File: src/rtl/serial_subtractor_if.sv
// Handshake and operand/result bundle for serial_subtractor.
// Defining SERSUB_OVF_EN adds the signed-overflow flag ovf.
interface serial_subtractor_if #(
  parameter int WIDTH = 8
);
  logic             start;
  logic [WIDTH-1:0] a;
  logic [WIDTH-1:0] b;
  logic             bin;
  logic [WIDTH-1:0] diff;
  logic             bout;
  logic             busy;
  logic             done;
`ifdef SERSUB_OVF_EN
  logic             ovf;

  modport master (
    output start, a, b, bin,
    input  diff, bout, busy, done, ovf
  );

  modport slave (
    input  start, a, b, bin,
    output diff, bout, busy, done, ovf
  );
`else
  modport master (
    output start, a, b, bin,
    input  diff, bout, busy, done
  );

  modport slave (
    input  start, a, b, bin,
    output diff, bout, busy, done
  );
`endif
endinterface

File: src/rtl/serial_subtractor.sv
// Digit-serial WIDTH-bit subtractor: diff = a - b - bin, DIGIT bits per clock, LSB digit first.
// Optional SERSUB_OVF_EN adds a signed two's-complement overflow flag (ovf) on the interface.
module serial_subtractor #(
  parameter int WIDTH = 8,
  parameter int DIGIT = 1
) (
  input  logic                clk,
  input  logic                rst_n,
  serial_subtractor_if.slave  bus
);

  localparam int N_DIG = WIDTH / DIGIT;
  localparam int CNT_W = (N_DIG > 1) ? $clog2(N_DIG) : 1;
  localparam logic [CNT_W-1:0] LAST_DIG = CNT_W'(N_DIG - 1);

  typedef enum logic [1:0] {
    S_IDLE,
    S_RUN,
    S_DONE
  } state_t;

  state_t           state_q, state_d;
  logic [WIDTH-1:0] a_sh_q,  a_sh_d;
  logic [WIDTH-1:0] b_sh_q,  b_sh_d;
  logic             brw_q,   brw_d;
  logic [CNT_W-1:0] cnt_q,   cnt_d;
  logic [WIDTH-1:0] diff_q,  diff_d;
  logic             bout_q,  bout_d;
`ifdef SERSUB_OVF_EN
  logic             ovf_q,   ovf_d;
`endif

  logic             start_ok;
  logic [DIGIT:0]   dig_sub;

  // NOTE: every signal driven here gets a default first, so no path can infer a latch.
  always_comb begin
    state_d = state_q;
    a_sh_d  = a_sh_q;
    b_sh_d  = b_sh_q;
    brw_d   = brw_q;
    cnt_d   = cnt_q;
    diff_d  = diff_q;
    bout_d  = bout_q;
`ifdef SERSUB_OVF_EN
    ovf_d   = ovf_q;
`endif

    // One digit of the subtraction; the top bit is the borrow out of this digit.
    dig_sub  = {1'b0, a_sh_q[DIGIT-1:0]} - {1'b0, b_sh_q[DIGIT-1:0]}
             - {{DIGIT{1'b0}}, brw_q};
    start_ok = bus.start && ((state_q == S_IDLE) || (state_q == S_DONE));

    unique case (state_q)
      S_IDLE: begin
        if (bus.start) state_d = S_RUN;
      end
      S_RUN: begin
        a_sh_d = a_sh_q >> DIGIT;
        b_sh_d = b_sh_q >> DIGIT;
        brw_d  = dig_sub[DIGIT];
        bout_d = dig_sub[DIGIT];
        diff_d = (diff_q >> DIGIT) | (WIDTH'(dig_sub[DIGIT-1:0]) << (WIDTH - DIGIT));
        if (cnt_q == LAST_DIG) begin
          state_d = S_DONE;
`ifdef SERSUB_OVF_EN
          // In the last digit the low bits of the shift registers hold the operand MSBs.
          ovf_d = (a_sh_q[DIGIT-1] != b_sh_q[DIGIT-1]) &&
                  (dig_sub[DIGIT-1] != a_sh_q[DIGIT-1]);
`endif
        end else begin
          cnt_d = cnt_q + CNT_W'(1);
        end
      end
      S_DONE: begin
        state_d = bus.start ? S_RUN : S_IDLE;
      end
      default: state_d = S_IDLE;
    endcase

    if (start_ok) begin
      a_sh_d = bus.a;
      b_sh_d = bus.b;
      brw_d  = bus.bin;
      cnt_d  = '0;
    end
  end

  // NOTE: sequential state uses non-blocking assignments so all flops update together.
  always_ff @(posedge clk or negedge rst_n) begin
    if (!rst_n) begin
      state_q <= S_IDLE;
      a_sh_q  <= '0;
      b_sh_q  <= '0;
      brw_q   <= 1'b0;
      cnt_q   <= '0;
      diff_q  <= '0;
      bout_q  <= 1'b0;
`ifdef SERSUB_OVF_EN
      ovf_q   <= 1'b0;
`endif
    end else begin
      state_q <= state_d;
      a_sh_q  <= a_sh_d;
      b_sh_q  <= b_sh_d;
      brw_q   <= brw_d;
      cnt_q   <= cnt_d;
      diff_q  <= diff_d;
      bout_q  <= bout_d;
`ifdef SERSUB_OVF_EN
      ovf_q   <= ovf_d;
`endif
    end
  end

  assign bus.diff = diff_q;
  assign bus.bout = bout_q;
  assign bus.busy = (state_q == S_RUN);
  assign bus.done = (state_q == S_DONE);
`ifdef SERSUB_OVF_EN
  assign bus.ovf  = ovf_q;
`endif

endmodule

File: src/flat_wrapper.sv
// flat-port wrapper written by rule: the top's interface ports become plain ports
module serial_subtractor_flat 
#(
  parameter int WIDTH = 8,
  parameter int DIGIT = 1
)
  (clk, rst_n, bus_start, bus_a, bus_b, bus_bin, bus_diff, bus_bout, bus_busy, bus_done);
  serial_subtractor_if #(.WIDTH(WIDTH)) bus_i ();
  input  logic clk;
  input  logic rst_n;
  input wire logic [$bits(bus_i.start)-1:0] bus_start;
  input wire logic [$bits(bus_i.a)-1:0] bus_a;
  input wire logic [$bits(bus_i.b)-1:0] bus_b;
  input wire logic [$bits(bus_i.bin)-1:0] bus_bin;
  output wire logic [$bits(bus_i.diff)-1:0] bus_diff;
  output wire logic [$bits(bus_i.bout)-1:0] bus_bout;
  output wire logic [$bits(bus_i.busy)-1:0] bus_busy;
  output wire logic [$bits(bus_i.done)-1:0] bus_done;
  assign bus_i.start = bus_start;
  assign bus_i.a = bus_a;
  assign bus_i.b = bus_b;
  assign bus_i.bin = bus_bin;
  assign bus_diff = bus_i.diff;
  assign bus_bout = bus_i.bout;
  assign bus_busy = bus_i.busy;
  assign bus_done = bus_i.done;
  serial_subtractor #(.WIDTH(WIDTH), .DIGIT(DIGIT)) u_core (.clk(clk), .rst_n(rst_n), .bus(bus_i));
endmodule
File: config.mk
export PLATFORM = sky130hd
export DESIGN_NAME = serial_subtractor_flat
export DESIGN_NICKNAME = d
export VERILOG_FILES = /design/src/rtl/serial_subtractor_if.sv /design/src/rtl/serial_subtractor.sv /design/src/flat_wrapper.sv
export SDC_FILE = /design/constraint.sdc
export NUM_CORES = 1
export LEC_CHECK = 0
export BUFFER_PORTS_ARGS = -buffer_cell sky130_fd_sc_hd__buf_2
export CAP_MARGIN = 20
export CELL_PAD_IN_SITES_DETAIL_PLACEMENT = 0
export CELL_PAD_IN_SITES_GLOBAL_PLACEMENT = 1
export CORE_UTILIZATION = 36
export CTS_CLUSTER_SIZE = 8
export DETAILED_ROUTE_END_ITERATION = 6
export PLACE_DENSITY_LB_ADDON = 0.12
export SLEW_MARGIN = 5
export SYNTH_ARGS = -nofsm -noshare
export SYNTH_HDL_FRONTEND = slang
export SYNTH_SLANG_ARGS = --single-unit
export TNS_END_PERCENT = 1
File: constraint.sdc
create_clock -name clk -period 1.2 [get_ports clk]
set_input_delay 0.12 -clock clk [delete_from_list [all_inputs] [get_ports clk]]
set_output_delay 0.12 -clock clk [all_outputs]
set_load 0.005 [all_outputs]
After elaboration in Yosys (flattened, before gate mapping)
Cells that the tools add are included.

word-level totals
  flip-flop bits (word level) = 31
  input bits = 20
  word-level logic and storage cells = 36

operators by class
  muxes and demuxes = 13
  reduce and logical (&&, ||, !) cells = 6
  bitwise gates (word level) = 1
  equal/unequal tests = 6
  add/sub/neg operators = 3

operators with widths
  kind                 count
  $mux 8               4
  $mux 3               3
  $or 7x8->8           1
  $pmux 2 s3           1
  $mux 2               2
  $ne 2x1->1 const B   2
  $reduce_and 2->1     2
  $add 3x1->3 const B  1
  $eq 3x3->1 const B   1
  $mux 1               3
  $eq 2x1->1 const B   1
  $eq 2x2->1 const B   1
  $logic_not 2->1      1
  $ne 2x2->1 const B   1
  $reduce_bool 2->1    1
  $sub 1x1->2          1
  $sub 2x1->2          1
  $logic_and 1x1->1    1
  $logic_or 1x1->1     1

Longest topological paths before layout
  depth in word-level cells = 5
  gate-level depth with buffers = 5

Worst setup path after synthesis
Ideal clock, no wire load.

  kind = register to register
  start = register u_core.cnt_q[0]
  end = register u_core.cnt_q[0]
  slack = -0.188 ns
  buffers on the path = 0
  required time = 1.078 ns
  arrival time = 1.266 ns
  setup time = 0.122 ns
  stages on the path, launching flop included = 6
  period minus slack after synthesis = 1.388 ns
  path through = dfrtp_1 > ha_1 > ha_1 > or3b_1 > nand3_1 > o21ai_1

between the ends
  word-level cells in the longest chain between the ends = 4

RTL lines
  element                   RTL line                  text
  start: declaration        serial_subtractor.sv:26   logic [CNT_W-1:0] cnt_q, cnt_d;
  start signal: assignment  serial_subtractor.sv:107  cnt_q <= cnt_d;
  $add 3x1->3               serial_subtractor.sv:72   cnt_d = cnt_q + CNT_W'(1);
  $mux 3                    serial_subtractor.sv:64   if (cnt_q == LAST_DIG) begin
  $mux 3                    serial_subtractor.sv:54   unique case (state_q)
  $mux 3                    serial_subtractor.sv:81   if (start_ok) begin

Parallel ways exist; a longest one is shown, timed or not. The select of a mux whose other input is x is not followed.
A chain may end at the register's enable or synchronous reset.

Worst setup path after layout
Same ends and word-level chain as after synthesis.

==> impl_metrics.ini <==
[final_layout]
fin_nets = 215
multi_input_area_um2 = 537
fin_cells = 238
area_growth_pct = 36.9
antenna_cells = 0
layout_common_cells = 30 x nand2_1, 30 x buf_2, 30 x dfrtp_1, 20 x buf_4, 15 x a21oi_1
drive_above_1_share = 0.365
seq_area_um2 = 777
fillers = 343

[placement]
place_congestion = 0.647
io_buffers = 30
dpl.hpwl_um = 2000
dp.cells = 226

[timing]
clock_skew_ns = 0.00506
setup_viol = 6
max_slew_margin = 0.742
fin_crit_ns = 1.35
rsz0062_at_grt = yes
hold_viol = 0
worst_pin_slew_ns = 0.387
timing.final.max_slew_violations = 0
finalWorstSetupSlack_ns = -0.149
finalCritPeriodShare = 1.12
tns_ns = -0.473
max_freq_mhz = 741

[setup_path]
cp.arrival_ns = 1.51
crit_fanout = 3
endpoint_kind = register
critPathLaunchType = register
worstPathRequired_ns = 1.36
r2r_start = u_core.cnt_q[0]
critPathKind = reg2reg
crit_start = u_core.cnt_q[0]

[clock_network]
cts_made_buffers = 5
clock_path_buffers = 2
path_clk_slew_ns = 0.06
clock-root-buffer = clkbuf_8
cts_tree = yes
clock_latency_ns = 0.28
cts_max_level = 2
cts.sinks = 31

[pwr]
seqPwrFrac = 0.390
combPwrFrac = 0.437
p_per_area_mw_per_mm2 = 2520
switching_share = 0.349
p_int_mw = 3.05
p_sw_mw = 1.64
p_leak_nw = 0.950
peakVddDrop_mv = 0.997
pwr-share-clk = 0.173

[global_route]
overflow = 0
grt_start_max_net_pins = 32
grt_pass1_vias = 1082
antenna_found_initial = 0
grt_pass1_wl_um = 4650
grt_use_total = 0.157

[detailed_routing]
routed-via-count = 1118
wl_per_cell_um = 11.8
antenna_left = 0
route.detailed.drc = 0
via_per_inst = 4.70
first_iter_violations = 19
wl_um = 2800
first_pass_iters = 4

[yosys]
ys_seq_area_frac = 0.571
synth_seq_cells = 31
syn_inst = 139
yosysUniqueCellTypes = 23
synth-edff-count = 0
synth_area_per_cell_um2 = 9.77
syn_nets = 162
synth_async_sr_flop_share = 1.00
ys.warnings.count = 0
ys.flop_type = dfrtp_1
netlist_area_mm2 = 0.00136

[outcome]
status = finished, violations left
violations = setup timing

[worst_hold_path]
hold_start = bus_b[7]
min_path_type = in2reg

[job]
drv_cap = 0

[floorplanning]
fp.dieH_um = 63.4
initial_core_util = 0.391
die_x_um = 63.4
fp-row-count = 21
io_pins = 31
core_mm2 = 0.00347
die-area_mm2 = 0.00402
-- worst max-delay path, stage by stage (launching register included) --
cell and delay, ns:
dfrtp_1 0.38, ha_2 0.20, ha_4 0.15, or3b_4 0.38, nand3_2 0.06, o21ai_1 0.06
-- sequential cells by signal (all words and copies together), names as in the netlist --
name,cells
u_core.cnt_q,3
u_core.b_sh_q,8
u_core.brw_q,1
u_core.state_q,2
u_core.bus.bout,1
u_core.bus.diff,8
u_core.a_sh_q,8
-- per-stage QoR --
stage / util / hold WS [ns] / worst slack, ns / total power [mW] / instance area, µm²
floorplan: - / -0.176 / -0.145 / 2.99 / 1380
global placement: 0.490 / 0.156 / -0.141 / 3.67 / 1700
detailed placement: 0.490 / 0.160 / -0.165 / 3.77 / 1700
CTS: 0.529 / 0.0554 / -0.153 / 4.71 / 1830
global route: 0.536 / 0.0603 / -0.187 / 5.11 / 1860
finish: 0.536 / 0.0662 / -0.149 / 4.69 / 1860
-- logic make-up (layout without fill, tap and decap cells) --
kind of cell    Yosys count  after routing  share of synthesized area
compound gates           37             37                      0.164
simple gates             44             44                      0.143
buf+inv                  21             74                     0.0664
mux                       3              3                     0.0221
fa+ha+maj                 3              3                     0.0332
flops                    31             31                      0.571
-- power groups by stage --
stage	registers (mW)	clock network, mW	logic [mW]
after floorplan	1.81	0	1.18
after detailed placement	1.85	0	1.92
final	1.83	0.812	2.05
after global placement	1.83	0	1.84
after global routing	1.90	0.899	2.31
after CTS	1.83	0.853	2.03
-- cells in the mapped netlist (2+ instances only) --
| cell type | instances | area (µm²) |
|---|---|---|
| inv_1 | 13 | 48.8 |
| o211ai_1 | 2 | 15.0 |
| nor2b_1 | 5 | 31.3 |
| mux2i_1 | 3 | 30.0 |
| nor2_1 | 2 | 7.51 |
| nand2_1 | 30 | 113 |
| nand3_1 | 3 | 15.0 |
| ha_1 | 2 | 25.0 |
| a21oi_1 | 15 | 75.1 |
| buf_2 | 6 | 30.0 |
| dfrtp_1 | 31 | 776 |
| nand2b_1 | 2 | 12.5 |
| o22ai_1 | 12 | 75.1 |
| a22o_1 | 2 | 17.5 |
| a211oi_1 | 3 | 22.5 |
-- cell type report --
type	count	share of cell area
clock buffer	6	0.0444
clock inverter	1	0.00269
inverter	14	0.0310
multi-input combinational	87	0.289
sequential	31	0.418
tap	46	0.0310
timing repair buffer	53	0.184
-- what timing repair did --
| item | CTS | global route |
|---|---|---|
| gates resized for setup | 6 | 5 |
| buffers inserted | 3 | 1 |
| cloned | 0 | 0 |
| setup endpoints to repair | 6 | 22 |
| pin swaps | 2 | 0 |
| endpoints found under the hold margin | 31 | 0 |
| hold buffers | 1 | 0 |
-- final timing paths --
path                                           to  slack, ns  depth (start not counted)
worst max-delay path              u_core.cnt_q[0]      -0.15                          5
worst min-delay path             u_core.b_sh_q[7]       0.07                          2
worst max register to register    u_core.cnt_q[0]      -0.15                          5
worst min register to register    u_core.bus.bout       0.47                          2
max in group asynchronous       u_core.state_q[0]       0.50                          3
min in group asynchronous        u_core.a_sh_q[2]       0.39                          3
-- routing by layer --
metal | vias up | global-route usage | part of all wire
li1 | 572 | - | -
met1 | 521 | 0.177 | 0.43
met2 | 20 | 0.259 | 0.51
met3 | 5 | 0.0380 | 0.035
met4 | 0 | 0.105 | 0.024
met5 | - | 0 | 0
Power figures use the tool's default switching activity.
